<file path="src/rtl/dds_pkg.sv">
// Shared types and constants for the DDS phase generator.
// Waveform select codes, LUT geometry, the per-stage pipeline record and
// the two small sample-mapping helpers used by the output stage.
package dds_pkg;

   typedef enum logic [1:0] {
      DDS_SINE = 2'b00,
      DDS_SAW  = 2'b01,
      DDS_SQR  = 2'b10,
      DDS_TRI  = 2'b11
   } dds_mode_e;

   localparam int         LUT_DEPTH = 64;
   localparam logic [7:0] MIDSCALE  = 8'd128;

   // Pipeline record carried from S1 into S2. The quadrant is p[7:6] and is
   // not stored separately.
   typedef struct packed {
      logic [7:0] p;
      dds_mode_e  mode;
      logic       wrap;
      logic       valid;
   } dds_stage_t;

   // Rebuild a full-wave offset-binary sine sample from a quarter-wave magnitude.
   function automatic logic [7:0] sine_fold(input logic [6:0] mag, input logic neg_half);
      logic [7:0] mag8;
      mag8 = {1'b0, mag};
      return neg_half ? (MIDSCALE - mag8) : (MIDSCALE + mag8);
   endfunction

   // Triangle: rising 0..254 on even codes over the first half, falling 255..1
   // on odd codes over the second half.
   function automatic logic [7:0] tri_map(input logic [7:0] p);
      return p[7] ? ({~p[6:0], 1'b0} | 8'd1) : {p[6:0], 1'b0};
   endfunction

endpackage

</file>
<file path="src/rtl/dds_sine_qlut.sv">
// Quarter-wave sine ROM: 64 entries of round(127*sin(pi/2*(i+0.5)/64)).
// The half-LSB phase offset keeps the table symmetric so that mirroring the
// address with ~addr gives an exact quarter-wave reflection.
module dds_sine_qlut
   import dds_pkg::*;
#(
   parameter int AW = $clog2(LUT_DEPTH),
   parameter int DW = 7
) (
   input  logic          clk,
   input  logic [AW-1:0] addr,
   output logic [DW-1:0] data
);

   logic [DW-1:0] data_d;
   logic [DW-1:0] data_q;

   // ROM contents as a case table
   always_comb begin
      data_d = '0;
      case (addr)
         6'd0:  data_d = 7'd2;
         6'd1:  data_d = 7'd5;
         6'd2:  data_d = 7'd8;
         6'd3:  data_d = 7'd11;
         6'd4:  data_d = 7'd14;
         6'd5:  data_d = 7'd17;
         6'd6:  data_d = 7'd20;
         6'd7:  data_d = 7'd23;
         6'd8:  data_d = 7'd26;
         6'd9:  data_d = 7'd29;
         6'd10: data_d = 7'd32;
         6'd11: data_d = 7'd35;
         6'd12: data_d = 7'd38;
         6'd13: data_d = 7'd41;
         6'd14: data_d = 7'd44;
         6'd15: data_d = 7'd47;
         6'd16: data_d = 7'd50;
         6'd17: data_d = 7'd53;
         6'd18: data_d = 7'd56;
         6'd19: data_d = 7'd58;
         6'd20: data_d = 7'd61;
         6'd21: data_d = 7'd64;
         6'd22: data_d = 7'd67;
         6'd23: data_d = 7'd69;
         6'd24: data_d = 7'd72;
         6'd25: data_d = 7'd74;
         6'd26: data_d = 7'd77;
         6'd27: data_d = 7'd79;
         6'd28: data_d = 7'd82;
         6'd29: data_d = 7'd84;
         6'd30: data_d = 7'd86;
         6'd31: data_d = 7'd89;
         6'd32: data_d = 7'd91;
         6'd33: data_d = 7'd93;
         6'd34: data_d = 7'd95;
         6'd35: data_d = 7'd97;
         6'd36: data_d = 7'd99;
         6'd37: data_d = 7'd101;
         6'd38: data_d = 7'd103;
         6'd39: data_d = 7'd105;
         6'd40: data_d = 7'd106;
         6'd41: data_d = 7'd108;
         6'd42: data_d = 7'd110;
         6'd43: data_d = 7'd111;
         6'd44: data_d = 7'd113;
         6'd45: data_d = 7'd114;
         6'd46: data_d = 7'd115;
         6'd47: data_d = 7'd117;
         6'd48: data_d = 7'd118;
         6'd49: data_d = 7'd119;
         6'd50: data_d = 7'd120;
         6'd51: data_d = 7'd121;
         6'd52: data_d = 7'd122;
         6'd53: data_d = 7'd123;
         6'd54: data_d = 7'd124;
         6'd55: data_d = 7'd124;
         6'd56: data_d = 7'd125;
         6'd57: data_d = 7'd125;
         6'd58: data_d = 7'd126;
         6'd59: data_d = 7'd126;
         6'd60: data_d = 7'd127;
         6'd61: data_d = 7'd127;
         6'd62: data_d = 7'd127;
         6'd63: data_d = 7'd127;
         default: data_d = '0;
      endcase
   end

   // Registered read; contents only matter when the matching valid bit is set,
   // so the ROM register carries no reset.
   always_ff @(posedge clk) begin
      data_q <= data_d;
   end

   assign data = data_q;

endmodule

</file>
<file path="src/rtl/dds_phase_gen.sv">
// DDS phase generator: FTW register, phase accumulator and a three-register
// sample pipeline (phase fold, LUT read, waveform select) with valid and wrap
// flags travelling alongside each sample.
// A step taken on the clock edge that samples en produces its sample on the
// third following edge; dds_out holds its last value when dds_valid is low.
module dds_phase_gen
   import dds_pkg::*;
#(
   parameter int ACC_W  = 16,
   parameter int LUT_AW = 6,
   parameter int OUT_W  = 8
) (
   input  logic             clk,
   input  logic             rst,
   input  logic             en,
   input  logic             ftw_load,
   input  logic [ACC_W-1:0] ftw_in,
   input  logic [7:0]       phase_ofs,
   input  logic [1:0]       mode,
   output logic [OUT_W-1:0] dds_out,
   output logic             dds_valid,
   output logic             wrap
);

   // S0: tuning word and accumulator
   logic [ACC_W-1:0] ftw_d, ftw_q;
   logic [ACC_W-1:0] acc_d, acc_q;
   logic             carry_d, carry_q;
   logic             s0_valid_d, s0_valid_q;

   // S1: folded phase and LUT address
   logic [7:0]        phase_sum;
   dds_stage_t        s1_stage_d, s1_stage_q;
   logic [LUT_AW-1:0] s1_idx_d, s1_idx_q;

   // S2: LUT output (registered inside the ROM) and stage copy
   dds_stage_t s2_stage_d, s2_stage_q;
   logic [6:0] lut_data;

   // S3: output registers
   logic [7:0]       sample;
   logic [OUT_W-1:0] dds_out_d, dds_out_q;
   logic             dds_valid_d, dds_valid_q;
   logic             wrap_d, wrap_q;

   // Accumulator step; a same-cycle FTW load only affects later steps because
   // the adder always reads the registered ftw_q.
   always_comb begin
      ftw_d      = ftw_load ? ftw_in : ftw_q;
      acc_d      = acc_q;
      carry_d    = 1'b0;
      s0_valid_d = en;
      if (en) begin
         {carry_d, acc_d} = {1'b0, acc_q} + {1'b0, ftw_q};
      end
   end

   // Phase offset, quadrant fold and capture of the per-sample controls
   always_comb begin
      phase_sum        = acc_q[ACC_W-1 -: 8] + phase_ofs;
      s1_stage_d       = '0;
      s1_stage_d.p     = phase_sum;
      s1_stage_d.mode  = dds_mode_e'(mode);
      s1_stage_d.wrap  = carry_q;
      s1_stage_d.valid = s0_valid_q;
      // Odd quadrants run the quarter-wave table backwards
      s1_idx_d = phase_sum[6] ? ~phase_sum[LUT_AW-1:0] : phase_sum[LUT_AW-1:0];
   end

   dds_sine_qlut #(
      .AW (LUT_AW),
      .DW (7)
   ) u_qlut (
      .clk  (clk),
      .addr (s1_idx_q),
      .data (lut_data)
   );

   // Stage copy that lines the controls up with the registered LUT data
   always_comb begin
      s2_stage_d = s1_stage_q;
   end

   // Waveform select, output hold and wrap gating
   always_comb begin
      sample = '0;
      case (s2_stage_q.mode)
         DDS_SINE: sample = sine_fold(lut_data, s2_stage_q.p[7]);
         DDS_SAW:  sample = s2_stage_q.p;
         DDS_SQR:  sample = {8{s2_stage_q.p[7]}};
         DDS_TRI:  sample = tri_map(s2_stage_q.p);
         default:  sample = '0;
      endcase
      dds_out_d   = s2_stage_q.valid ? OUT_W'(sample) : dds_out_q;
      dds_valid_d = s2_stage_q.valid;
      wrap_d      = s2_stage_q.valid & s2_stage_q.wrap;
   end

   // All pipeline state; reset discards every in-flight sample
   always_ff @(posedge clk) begin
      if (rst) begin
         ftw_q       <= '0;
         acc_q       <= '0;
         carry_q     <= 1'b0;
         s0_valid_q  <= 1'b0;
         s1_stage_q  <= '0;
         s1_idx_q    <= '0;
         s2_stage_q  <= '0;
         dds_out_q   <= '0;
         dds_valid_q <= 1'b0;
         wrap_q      <= 1'b0;
      end else begin
         ftw_q       <= ftw_d;
         acc_q       <= acc_d;
         carry_q     <= carry_d;
         s0_valid_q  <= s0_valid_d;
         s1_stage_q  <= s1_stage_d;
         s1_idx_q    <= s1_idx_d;
         s2_stage_q  <= s2_stage_d;
         dds_out_q   <= dds_out_d;
         dds_valid_q <= dds_valid_d;
         wrap_q      <= wrap_d;
      end
   end

   assign dds_out   = dds_out_q;
   assign dds_valid = dds_valid_q;
   assign wrap      = wrap_q;

endmodule

</file>
<file path="config.mk">
export PLATFORM = sky130hd
export DESIGN_NAME = dds_phase_gen
export DESIGN_NICKNAME = d
export VERILOG_FILES = /design/src/rtl/dds_pkg.sv /design/src/rtl/dds_sine_qlut.sv /design/src/rtl/dds_phase_gen.sv
export SDC_FILE = /design/constraint.sdc
export NUM_CORES = 1
export LEC_CHECK = 0
export ABC_AREA = 1
export BUFFER_PORTS_ARGS = -buffer_cell sky130_fd_sc_hd__buf_4
export CORE_MARGIN = 2
export CORE_UTILIZATION = 55
export DETAILED_ROUTE_END_ITERATION = 8
export PLACE_DENSITY = 0.78
export SYNTH_ARGS = -nofsm -noshare
export SYNTH_HDL_FRONTEND = slang
export SYNTH_SLANG_ARGS = --single-unit
</file>
<file path="constraint.sdc">
create_clock -name clk -period 3.2 [get_ports clk]
set_input_delay 0.16 -clock clk [delete_from_list [all_inputs] [get_ports clk]]
set_output_delay 0.16 -clock clk [all_outputs]
set_load 0.02 [all_outputs]
</file>
Yosys cells after proc, flatten, opt, wreduce, memory -nomap -nowiden
Memories as Yosys holds them, arrays and structs flattened. A register that Yosys moved wholly into a read port is not among the register bits.
Index checks and enable logic that the tools add are counted.

word-level totals
  output and inout port bits = 10
  flip-flop bits (word level) = 74
  memories kept = 1
  ROM bits = 448

memories
  memory            depth  bits a word  read ports  clocked after Yosys merged registers in  write ports  RTL line             RTL
  (name not given)  64     7            1           1                                        0            dds_sine_qlut.sv:21  case (addr)

cells by class
  reductions and logical operators = 2
  bitwise gates (word level) = 4
  eq/ne operators = 3
  $add $sub $neg = 4
  multiplexer cells = 4

operators with widths
  kind                 count
  $pmux 8 s4           1
  $add 16x16->17       1
  $mux 8               2
  $add 8x7->8 const A  1
  $add 8x8->8          1
  $sub 8x7->8 const A  1
  $not 7->7            1
  $mux 6               1
  $not 6->6            1
  $eq 2x2->1 const B   2
  $eq 2x1->1 const B   1
  $logic_not 2->1      1
  $reduce_or 2->1      1
  $and 1x1->1          1
  $not 1->1            1

Depth between registers and ports, before layout
Gate-level depths: netlist of run 1.

  word-level depth = 3
  gate-level depth with buffers = 11
  mapped depth without buffers = 11

Hierarchy
A second synthesis of run 1 with hierarchy kept.

unflattened totals
  cell total of the unflattened synthesis = 726
  area total of the unflattened synthesis = 4,782.1 um^2

modules (own cells, without submodules)
  module         area an instance (um^2)  cells each  sequential area each (um^2)  instances
  dds_phase_gen  4,020.1                  599         1,481.4                      1
  dds_sine_qlut  762.0                    127         140.1                        1

Worst setup path before layout of run 1
OpenSTA, ideal clock, no wires.

  path kind = register to register
  start point = register ftw_q[0]
  end point = register acc_q[8]
  slack = 1,544 ps
  period minus slack after synthesis = 1,656 ps
  data required time = 3,091 ps
  data arrival time = 1,547 ps
  stages on the path, launching flop included = 10
  buffers on the path = 0
  cell sequence = dfxtp_1 ha_1 fa_1 nand3_1 nand3_1 a21oi_1 xor2_1 nand2_1 nand2_1 inv_1

on the way
  longest elaborated chain between the ends = 1

ends and longest elaborated chain
  what                    RTL line              RTL
  from (decl)             dds_phase_gen.sv:26   logic [ACC_W-1:0] ftw_d, ftw_q;
  from (signal assigned)  dds_phase_gen.sv:113  ftw_q <= ftw_d;
  $add 16x16->17          dds_phase_gen.sv:54   {carry_d, acc_d} = {1'b0, acc_q} + {1'b0, ftw_q};
  to (signal assigned)    dds_phase_gen.sv:103  acc_q <= '0;
  to (signal assigned)    dds_phase_gen.sv:114  acc_q <= acc_d;
  to (decl)               dds_phase_gen.sv:27   logic [ACC_W-1:0] acc_d, acc_q;

Every way passes these cells.
A chain may end at the register's enable or synchronous reset.

Worst setup path in the final report of run 1
  start point = register acc_q[8]
  end point = register s1_idx_q[1]

on the way
  longest elaborated chain between the ends = 3

ends and longest elaborated chain
  what                  RTL line              RTL
  $add 8x8->8 (*)       dds_phase_gen.sv:60   phase_sum = acc_q[ACC_W-1 -: 8] + phase_ofs;
  $not 6->6             dds_phase_gen.sv:67   s1_idx_d = phase_sum[6] ? ~phase_sum[LUT_AW-1:0] : phase_sum[LUT_AW-1:0];
  $mux 6 (*)            dds_phase_gen.sv:67
  to (signal assigned)  dds_phase_gen.sv:118  s1_idx_q <= s1_idx_d;
  to (decl)             dds_phase_gen.sv:34   logic [LUT_AW-1:0] s1_idx_d, s1_idx_q;

Mark *: on every way between the ends. The rest lies on a longest branch, timed or not.

==> results of run 1 <==
[through the flow]
stage / cell area [um^2] / instances / hold WS, ns / setup WS, ns / util [%]
2_1_floorplan: 4698 / 701 / 0.2670 / 1.544 / -
3_3_place_gp: 5015 / 825 / 0.3600 / 1.465 / 60.73
3_5_place_dp: 5015 / 825 / 0.3667 / 1.443 / 60.73
4_1_cts: 5240 / 843 / 0.01670 / 1.415 / 63.45
5_1_grt: 5240 / 843 / 0.02101 / 1.254 / 63.45
6_report: 5240 / 843 / 0.02924 / 1.431 / 63.45
[kinds of logic (layout without fill, tap and decap cells)]
| group | Yosys count | after routing | synth area share (%) |
|---|---|---|---|
| buf+inv | 138 | 175 | 11.77 |
| fa+ha+maj | 34 | 34 | 9.374 |
| xor+xnor | 12 | 12 | 2.237 |
| compound gates | 119 | 119 | 13.74 |
| flops | 81 | 81 | 34.51 |
| simple gates | 317 | 317 | 28.36 |
[critical path: cells and delay by family (launching register included)]
| family | cells | cell delay [ns] |
|---|---|---|
| and+or+nand+nor | 6 | 0.60 |
| AOI/OAI and AO/OA | 1 | 0.15 |
| DFF | 1 | 0.33 |
| adders and majority gates | 2 | 0.62 |
[power by group]
part	switching (mW)	internal (mW)
Combinational	0.492	0.305
Clock	0.400	0.375
Sequential	0.108	1.14
[layer usage]
layer / up-vias / share of wire, % / wire length (um)
li1: 2271 / - / -
met1: 1928 / 42 / 4148
met2: 77 / 53 / 5308
met3: 8 / 3.6 / 354
met4: 0 / 1.1 / 114
met5: - / 0 / 0
[state kept, by name, summed over array words and instances, names as in the netlist]
name / cells
ftw_q: 16
dds_out: 8
s2_stage_q: 11
s1_stage_q: 12
acc_q: 16
dds_valid_d: 1
dds_valid: 1
s1_idx_q: 6
s0_valid_q: 1
u_qlut.data: 7
carry_q: 1
wrap: 1
[how the worst max path moves through the flow]
stage	start	slack, ns	to
final	acc_q[8]	1.43	s1_idx_q[1]
after global routing	ftw_q[0]	1.25	acc_q[8]
after CTS	ftw_q[0]	1.41	acc_q[8]
after detailed placement	ftw_q[0]	1.44	acc_q[8]
after global placement	ftw_q[0]	1.46	acc_q[8]
after floorplan	ftw_q[0]	1.54	acc_q[8]
[final cells by class]
type / instances / area (um^2) / area share (%)
Multi-Input combinational cell: 482 / 2524 / 48.16
Clock buffer: 9 / 123.9 / 2.364
Sequential cell: 81 / 1622 / 30.95
Inverter: 118 / 445.4 / 8.500
Timing Repair Buffer: 41 / 312.8 / 5.969
Tap cell: 105 / 131.4 / 2.507
Clock inverter: 7 / 81.33 / 1.552
[Yosys cell counts (4+ instances only)]
library cell and number:
buf_4 5, buf_2 5, nor2_1 115, nor3_1 6, inv_1 112, o21ai_0 55
dfxtp_1 81, ha_1 32, nand2_1 132, xnor2_1 5, a21oi_1 40, clkbuf_1 7
nand2_2 9, inv_2 4, xor2_1 7, a31oi_1 5, nand3_1 42
==> qor.csv, run 1 <==
metric;value;unit
power.density;537.2;nW/um^2
synth_async_sr_flop_share;0;%
die_y;96.43;um
drv_cap;0;
rsz0062_at_grt;no;
drive_above_1_share;10.70;%
start_util;56.89;%
ys_warn_count;0;
core;8258;um^2
grt_use_met3;4.655;%
ir_drop;0.0003028;V
synth_largest_area_cell;dfxtp_1;
synthesis.area;4698;um^2
crit_fanout;7;
met1_usage;25.73;%
min_to;ftw_q[9];
antenna_found_initial;0;
hold_path.class;input port to flip-flop;
htreeDepth;3;
fmax;0.5654;GHz
slew_headroom;60.00;%
wire_per_inst;11.77;um
use_met2;44.44;%
postCtsHoldBufs;2;
cts.path.max_buffers;2;
p_leak;2.724;nW
regToRegSetupSlack;1.43;ns
grt.total_usage;23.34;%
period_needed;1.769;ns
busiest_layer;met2;
status;complete, no violations;
drtIter0Drc;133;
grt_pass1_wl;17.15;mm
cts_setup_buffers;0;
cts.reportedPaths.clkPinSlew;0.09;ns
finalHoldViolations;0;
worst_pin_slew;0.5992;ns
die_x;96.43;um
cts_sinks;81;
clock_latency;0.35;ns
finalCritPeriodShare;55.27;%
rows;33;
cts_made_buffers;9;
ios;40;
r2r_start;acc_q[8];
area_growth;11.53;%
avgSynthCellArea;6.702;um^2
grt_pass1_vias;4050;
dieArea;9298;um^2
wirelength;9.926;mm
cts_tree;done;
slew_violations;0;
dr.pass1.iters;5;
drtAntennaViolNets;0;
cp_slowest_cell;fa_1;
synth_edf_count;0;
yosys_most_used_dff;dfxtp_1;
endpoint_kind;flip-flop;
start_kind;flip-flop;
drc;0;
final_nets;797;
grt_overflow;0;
fin_skew;0.008160;ns
syn_nets;765;
fin_total_pwr;2.815;mW
final_cell_mix;nand2_1, nor2_1, inv_1;
r2r_cells;9;
dp_hpwl;7.441;mm
viasPerCell;5.082;
critPathArrivalTime;2.05;ns
cts-resized-gates;0;
cts-root-buf;clkbuf_8;
grt_max_degree;38;
worst_r2r_endpoint;s1_idx_q[1];
crit_type;flip-flop to flip-flop;
crit_required;3.48;ns
finalSetupViolations;0;
layout_commonest_cell;nand2_1;
syn_inst;701;
numPortBuffers;39;
synthDominantCellAreaShare;34.51;%
tns;0;ns
vias;4284;
ys_ff_latch;81;
whs_path_depth;3;
seq_area_frac_synth;34.51;%
worstPathCellList;ha_1, fa_1, nand3_1, nand3_2, nand3_2, nand3_1, nand2_4, nand2_2, a21oi_1;
gp_congestion;0.9198;
netlist-cell-type-count;44;
worstHoldStart;ftw_in[9];
max_stage_delay;0.41;ns
n_fill_cell;758;
num_antenna_cells;0;
synth_top_cells_by_area;dfxtp_1, nand2_1, nor2_1, inv_1, ha_1;
No activity file was read; power rests on OpenSTA's default activity.
==> inputs of run 2 (changes only) <==
Settings changed: ABC_AREA 1 to 0, CORE_UTILIZATION 55 to 54, PLACE_DENSITY 0.78 to 0.8.
Clock period 3.2 ns to 1.58 ns, I/O delays scaled along.
==> run 2 against run 1 <==
Against the previous run:
- the flow now finishes with violations (hold timing, setup timing)
- die area down 2.7%
- clock-buffer cell count up 1
- sequential power up 100%
- global-route usage up 2.7 points
- critical path depth down 2
- critical path type unchanged
- critical endpoint is now acc_q[8]
- largest power group unchanged
==> qor.csv, run 2 <==
metric;value;unit;change
drv_cap;0;;unchanged
power.density;974.1;nW/um^2;+81%
grt_max_degree;76;;+100%
cts_sinks;81;;unchanged
grt_pass1_wl;18.57;mm;+8.3%
crit_required;1.88;ns;-1.60 ns
synth_async_sr_flop_share;0;%;unchanged
wire_per_inst;16.24;um;+38%
finalHoldViolations;1;;+1
dieArea;9049;um^2;-2.7%
slew_headroom;65.37;%;+5.4 points
finalSetupViolations;23;;+23
clock_latency;0.36;ns;about the same
fin_hold_ws;-0.006015;ns;-0.03525 ns
wirelength;12.03;mm;+21%
die_x;95.13;um;-1.3%
start_kind;flip-flop;;
synth_top_cells_by_area;dfxtp_1, ha_1, mux2i_1, nor2_1, nor2b_1;;
synth_largest_area_cell;dfxtp_1;;
endpoint_kind;flip-flop;;
drc;0;;unchanged
fin_util;75.76;%;+12 points
htreeDepth;3;;unchanged
fin_skew;0.01007;ns;+0.001912 ns
hold_path.class;input port to flip-flop;;
synth_most_common_cell;dfxtp_1;;
crit_type;flip-flop to flip-flop;;
synthDominantCellAreaShare;36.16;%;+1.6 points
timing.final.ws_setup;-0.5131;ns;-1.944 ns
cp-startpoint;ftw_q[0];;
cts.reportedPaths.clkPinSlew;0.09;ns;about the same
netlist-cell-type-count;63;;+43%
top_regs;acc_q x16, ftw_q x16, s1_stage_q x12;;
worstHoldStart;ftw_in[0];;
drtIter0Drc;227;;+71%
critPathArrivalTime;2.40;ns;+0.35 ns
r2r_start;ftw_q[0];;
worstPathCellList;ha_4, fa_2, a211oi_4, o21bai_2, a221oi_2, mux2_4, a21oi_2;;
grt_overflow;0;;unchanged
slew_violations;0;;unchanged
gp_congestion;0.9187;;-0.12%
dp_hpwl;7.860;mm;+5.6%
syn_nets;580;;-24%
cts_tree;done;;
ys_ff_latch;81;;unchanged
synthTopCellsByCount;dfxtp_1, nor2_1, nand2_1, ha_1, o21ai_0;;
num_antenna_cells;0;;unchanged
final_nets;695;;-13%
ir_drop;0.0006706;V;+120%
avgSynthCellArea;8.691;um^2;+30%
vias;4252;;-0.75%
worst_pin_slew;0.5140;ns;-0.08521 ns
period_needed;2.093;ns;+0.3244 ns
cp_slowest_cell;fa_2;;
yosys_most_used_dff;dfxtp_1;;
rows;33;;unchanged
cts.path.max_buffers;2;;unchanged
grt_pass1_vias;3995;;-1.4%
ys_warn_count;0;;unchanged
synthesis.area;4484;um^2;-4.6%
drive_above_1_share;31.29;%;+21 points
cts_made_buffers;9;;unchanged
synth_edf_count;0;;unchanged
rsz0062_at_grt;yes;;
n_fill_cell;525;;-31%
final_cell_mix;buf_4, dfxtp_1, nor2_1;;
core;8134;um^2;-1.5%
drtAntennaViolNets;0;;unchanged
violations;hold timing, setup timing;;
grt.total_usage;26.09;%;+2.7 points
status;finished with violations;;
dr.pass1.iters;4;;-1
viasPerCell;5.738;;+13%
start_util;55.13;%;-1.8 points
fmax;0.4778;GHz;-15%
p_leak;2.670;nW;-2.0%
finalCritPeriodShare;132.5;%;+77 points
seq_area_frac_synth;36.16;%;+1.6 points
numPortBuffers;39;;unchanged
crit_fanout;2;;-5
cts-root-buf;clkbuf_8;;
die_y;95.13;um;-1.3%
max_stage_delay;0.37;ns;-0.04 ns
syn_inst;516;;-26%
antenna_found_initial;0;;unchanged
layout_commonest_cell;buf_4;;
ios;40;;unchanged
area_growth;37.42;%;
fin_total_pwr;6.002;mW;+110%
run 2: what timing repair did:
| item | CTS | global route |
|---|---|---|
| pin swaps | 16 | 21 |
| endpoints found under the setup margin | 25 | 29 |
| gates resized for setup | 30 | 40 |
| hold endpoints to repair | 17 | 0 |
| hold buffers | 17 | 0 |
| buffers inserted | 2 | 7 |
run 2: critical path, delay by kind of cell (launching register included):
| family | cells | cell delay, ns |
|---|---|---|
| flip-flops | 1 | 0.35 |
| AO/OA/AOI/OAI | 4 | 0.83 |
| adder cells (fa/ha/maj) | 2 | 0.53 |
| multiplexers | 1 | 0.34 |
run 2: logic make-up after synthesis:
group,Yosys count,synth area share (%)
buf+inv,44,3.711
flops,81,36.16
fa+ha+maj,34,9.821
mux,29,6.836
compound gates,139,21.09
simple gates,163,17.30
xor+xnor,26,5.078
run 2: worst paths after layout:
path                                     to  slack [ns]  cells past startpoint
worst max-delay path               acc_q[8]       -0.51                      7
worst min-delay path               ftw_q[0]      -0.006                      3
worst max register to register     acc_q[8]       -0.51                      7
worst min register to register  dds_valid_d        0.44                      1
run 2: routing by layer:
metal  track usage (%)  vias up  routed length [um]
li1                  -     2069                   -
met1             34.01     2020                5190
met2             43.31      143                6002
met3             5.613       20                 678
met4             7.850        0                 161
met5                 0        -                   0
run 2: final cells by class:
cell class	instances	area, um^2	area share [%]
Clock buffer	10	127.6	2.071
Timing Repair Buffer	129	1055	17.12
Clock inverter	6	67.56	1.096
Inverter	19	72.57	1.178
Tap cell	105	131.4	2.132
Sequential cell	81	1638	26.58
Multi-Input combinational cell	391	3070	49.83
run 2: report_power, final:
group / total (mW) / switching [mW] / internal (mW)
clock network: 1.52 / 0.781 / 0.736
registers: 2.48 / 0.207 / 2.27
logic: 2.00 / 1.00 / 1.00
total: 6.00 / 1.99 / 4.01
run 2: stage by stage:
step                      hold WS, ns  setup WS [ns]  instance area, um^2  TNS, ns  cells
final                       -0.006015        -0.5131                 6162   -7.620    741
after global routing          0.02662        -0.5767                 6162   -9.463    741
after CTS                    0.001995        -0.5273                 5948   -6.612    735
after detailed placement       0.3205        -0.5422                 5433   -6.778    700
after global placement         0.3114        -0.4486                 5433   -5.778    700
after floorplan                0.2072        -0.3528                 4592   -2.956    516
==> inputs of run 3 (changes only) <==
Settings changed: RECOVER_POWER from default to 25.
==> run 3 against run 2 <==
Against the previous run:
- the run still ends with hold timing, setup timing left
- flip-flop and latch count did not move
- largest power group unchanged
- clock skew barely moved
- clock-buffer cell count did not move
- total power barely moved
- core utilization barely moved
- die area did not move
- clock power barely moved
- critical endpoint unchanged
==> qor.csv, run 3 (same netlist as run 2, synthesis figures left out) <==
metric;value;unit;change
hold_path.class;input port to flip-flop;;
slew_headroom;29.39;%;-36 points
die_y;95.13;um;unchanged
wirelength;12.02;mm;-0.12%
cts_made_buffers;9;;unchanged
core;8134;um^2;unchanged
final_cell_mix;buf_4, dfxtp_1, nor2_1;;
start_util;55.13;%;unchanged
grt_pass1_vias;3995;;unchanged
layout_commonest_cell;buf_4;;
grt.total_usage;26.09;%;unchanged
drc;0;;unchanged
worst_pin_slew;1.059;ns;+0.5452 ns
pre_cts_ws;-0.5422;ns;unchanged
finalCritPeriodShare;132.9;%;+0.41 points
wire_per_inst;16.22;um;-0.12%
ios;40;;unchanged
finalSetupViolations;23;;unchanged
viasPerCell;5.731;;-0.12%
grt_max_degree;76;;unchanged
p_int;4.011;mW;about the same
dp_hpwl;7.860;mm;unchanged
num_antenna_cells;0;;unchanged
drv_cap;0;;unchanged
drtIter0Drc;225;;-0.88%
cts-root-buf;clkbuf_8;;
status;finished with violations;;
p_seq_share;41.3;%;about the same
critPathArrivalTime;2.40;ns;about the same
cts.path.max_buffers;2;;unchanged
min_to;ftw_q[0];;
p_sw;1.989;mW;about the same
r2r_cells;7;;unchanged
grt_pass1_wl;18.57;mm;unchanged
ir_drop;0.0006706;V;about the same
drtAntennaViolNets;0;;unchanged
fmax;0.4763;GHz;-0.31%
clockPowerShare;25.3;%;about the same
finalHoldViolations;1;;unchanged
rsz0062_at_grt;yes;;
vias;4247;;-0.12%
regToRegSetupSlack;-0.52;ns;about the same
power.density;974.4;nW/um^2;about the same
violations;hold timing, setup timing;;
worst_r2r_endpoint;acc_q[8];;
cts.reportedPaths.clkPinSlew;0.09;ns;about the same
slew_violations;0;;unchanged
p_sw_share;33.15;%;about the same
gp_congestion;0.9187;;unchanged
fin_hold_ws;-0.005804;ns;+0.0002107 ns
fin_skew;0.01007;ns;-0.0000006000 ns
crit_fanout;2;;unchanged
top_regs;acc_q x16, ftw_q x16, s1_stage_q x12;;
period_needed;2.100;ns;+0.006541 ns
crit_required;1.88;ns;about the same
rows;33;;unchanged
clock_latency;0.36;ns;about the same
regArea;1638;um^2;unchanged
numPortBuffers;39;;unchanged
grt_overflow;0;;unchanged
n_fill_cell;524;;-0.19%
crit_type;flip-flop to flip-flop;;
timing.final.ws_setup;-0.5196;ns;-0.006541 ns
multiInputGateArea;3070;um^2;unchanged
final_nets;695;;unchanged
cts_tree;done;;
start_kind;flip-flop;;
dieArea;9049;um^2;unchanged
cts_sinks;81;;unchanged
htreeDepth;3;;unchanged
r2r_start;ftw_q[0];;
dr.pass1.iters;4;;unchanged
tns;-7.688;ns;-0.06795 ns
die_x;95.13;um;unchanged
whs_path_depth;3;;unchanged
worstHoldStart;ftw_in[0];;
endpoint_kind;flip-flop;;
drive_above_1_share;31.13;%;-0.16 points
combPwrFrac;33.4;%;about the same
p_leak;2.666;nW;-0.14%
area_growth;37.33;%;about the same
antenna_found_initial;0;;unchanged
-- run 3: power by group through the flow --
stage,combinational (mW),clock (mW),sequential [mW]
global placement,1.68,0,2.48
detailed placement,1.74,0,2.49
floorplan,1.16,0,2.44
finish,2.00,1.52,2.48
global route,2.19,1.60,2.51
CTS,1.84,1.53,2.45
-- run 3: metrics by stage --
step	power, mW	hold WS [ns]	util, %	cell area [um^2]	std cells
floorplan	3.600	0.2072	-	4592	516
global placement	4.160	0.3114	66.79	5433	700
detailed placement	4.234	0.3205	66.79	5433	700
CTS	5.820	0.001995	73.13	5948	735
global route	6.302	0.02662	75.71	6158	741
finish	6.001	-0.005804	75.71	6158	741
-- run 3: cell type report --
cell class,instances,share of cell area (%)
clock inverters,6,1.097
flip-flops and latches,81,26.59
well taps,105,2.133
multi-input cells,391,49.86
clock buffers,10,2.072
repair buffers,129,17.07
inverters,19,1.178
-- run 3: repair_timing --
action                     CTS  global route
hold buffers                17             0
resized for setup           30            40
hold endpoints to repair    17             0
setup endpoints to repair   25            29
buffers inserted             2             7
pin swaps                   16            21
-- run 3: worst max-delay path by stage --
stage	from	end	slack, ns	cells after the start
floorplan	acc_q[0]	acc_q[8]	-0.35	7
global placement	acc_q[0]	acc_q[12]	-0.45	7
detailed placement	ftw_q[0]	acc_q[8]	-0.54	7
CTS	acc_q[0]	acc_q[8]	-0.53	7
global route	acc_q[0]	acc_q[8]	-0.58	7
finish	ftw_q[0]	acc_q[8]	-0.52	7
-- run 3: per-layer routing --
| metal | up-vias | track usage, % | share of wire [%] |
|---|---|---|---|
| met2 | 153 | 43.31 | 50 |
| met3 | 20 | 5.613 | 5.9 |
| li1 | 2068 | - | - |
| met5 | - | 0 | 0 |
| met1 | 2006 | 34.01 | 43 |
| met4 | 0 | 7.850 | 1.3 |
-- run 3: critical path, cell delays in order, from the launching register on --
cell and delay [ns]:
dfxtp_2 0.35, ha_4 0.16, fa_2 0.37, a211oi_4 0.30, o21bai_2 0.11, a221oi_2 0.30
mux2_4 0.34, a21oi_2 0.12
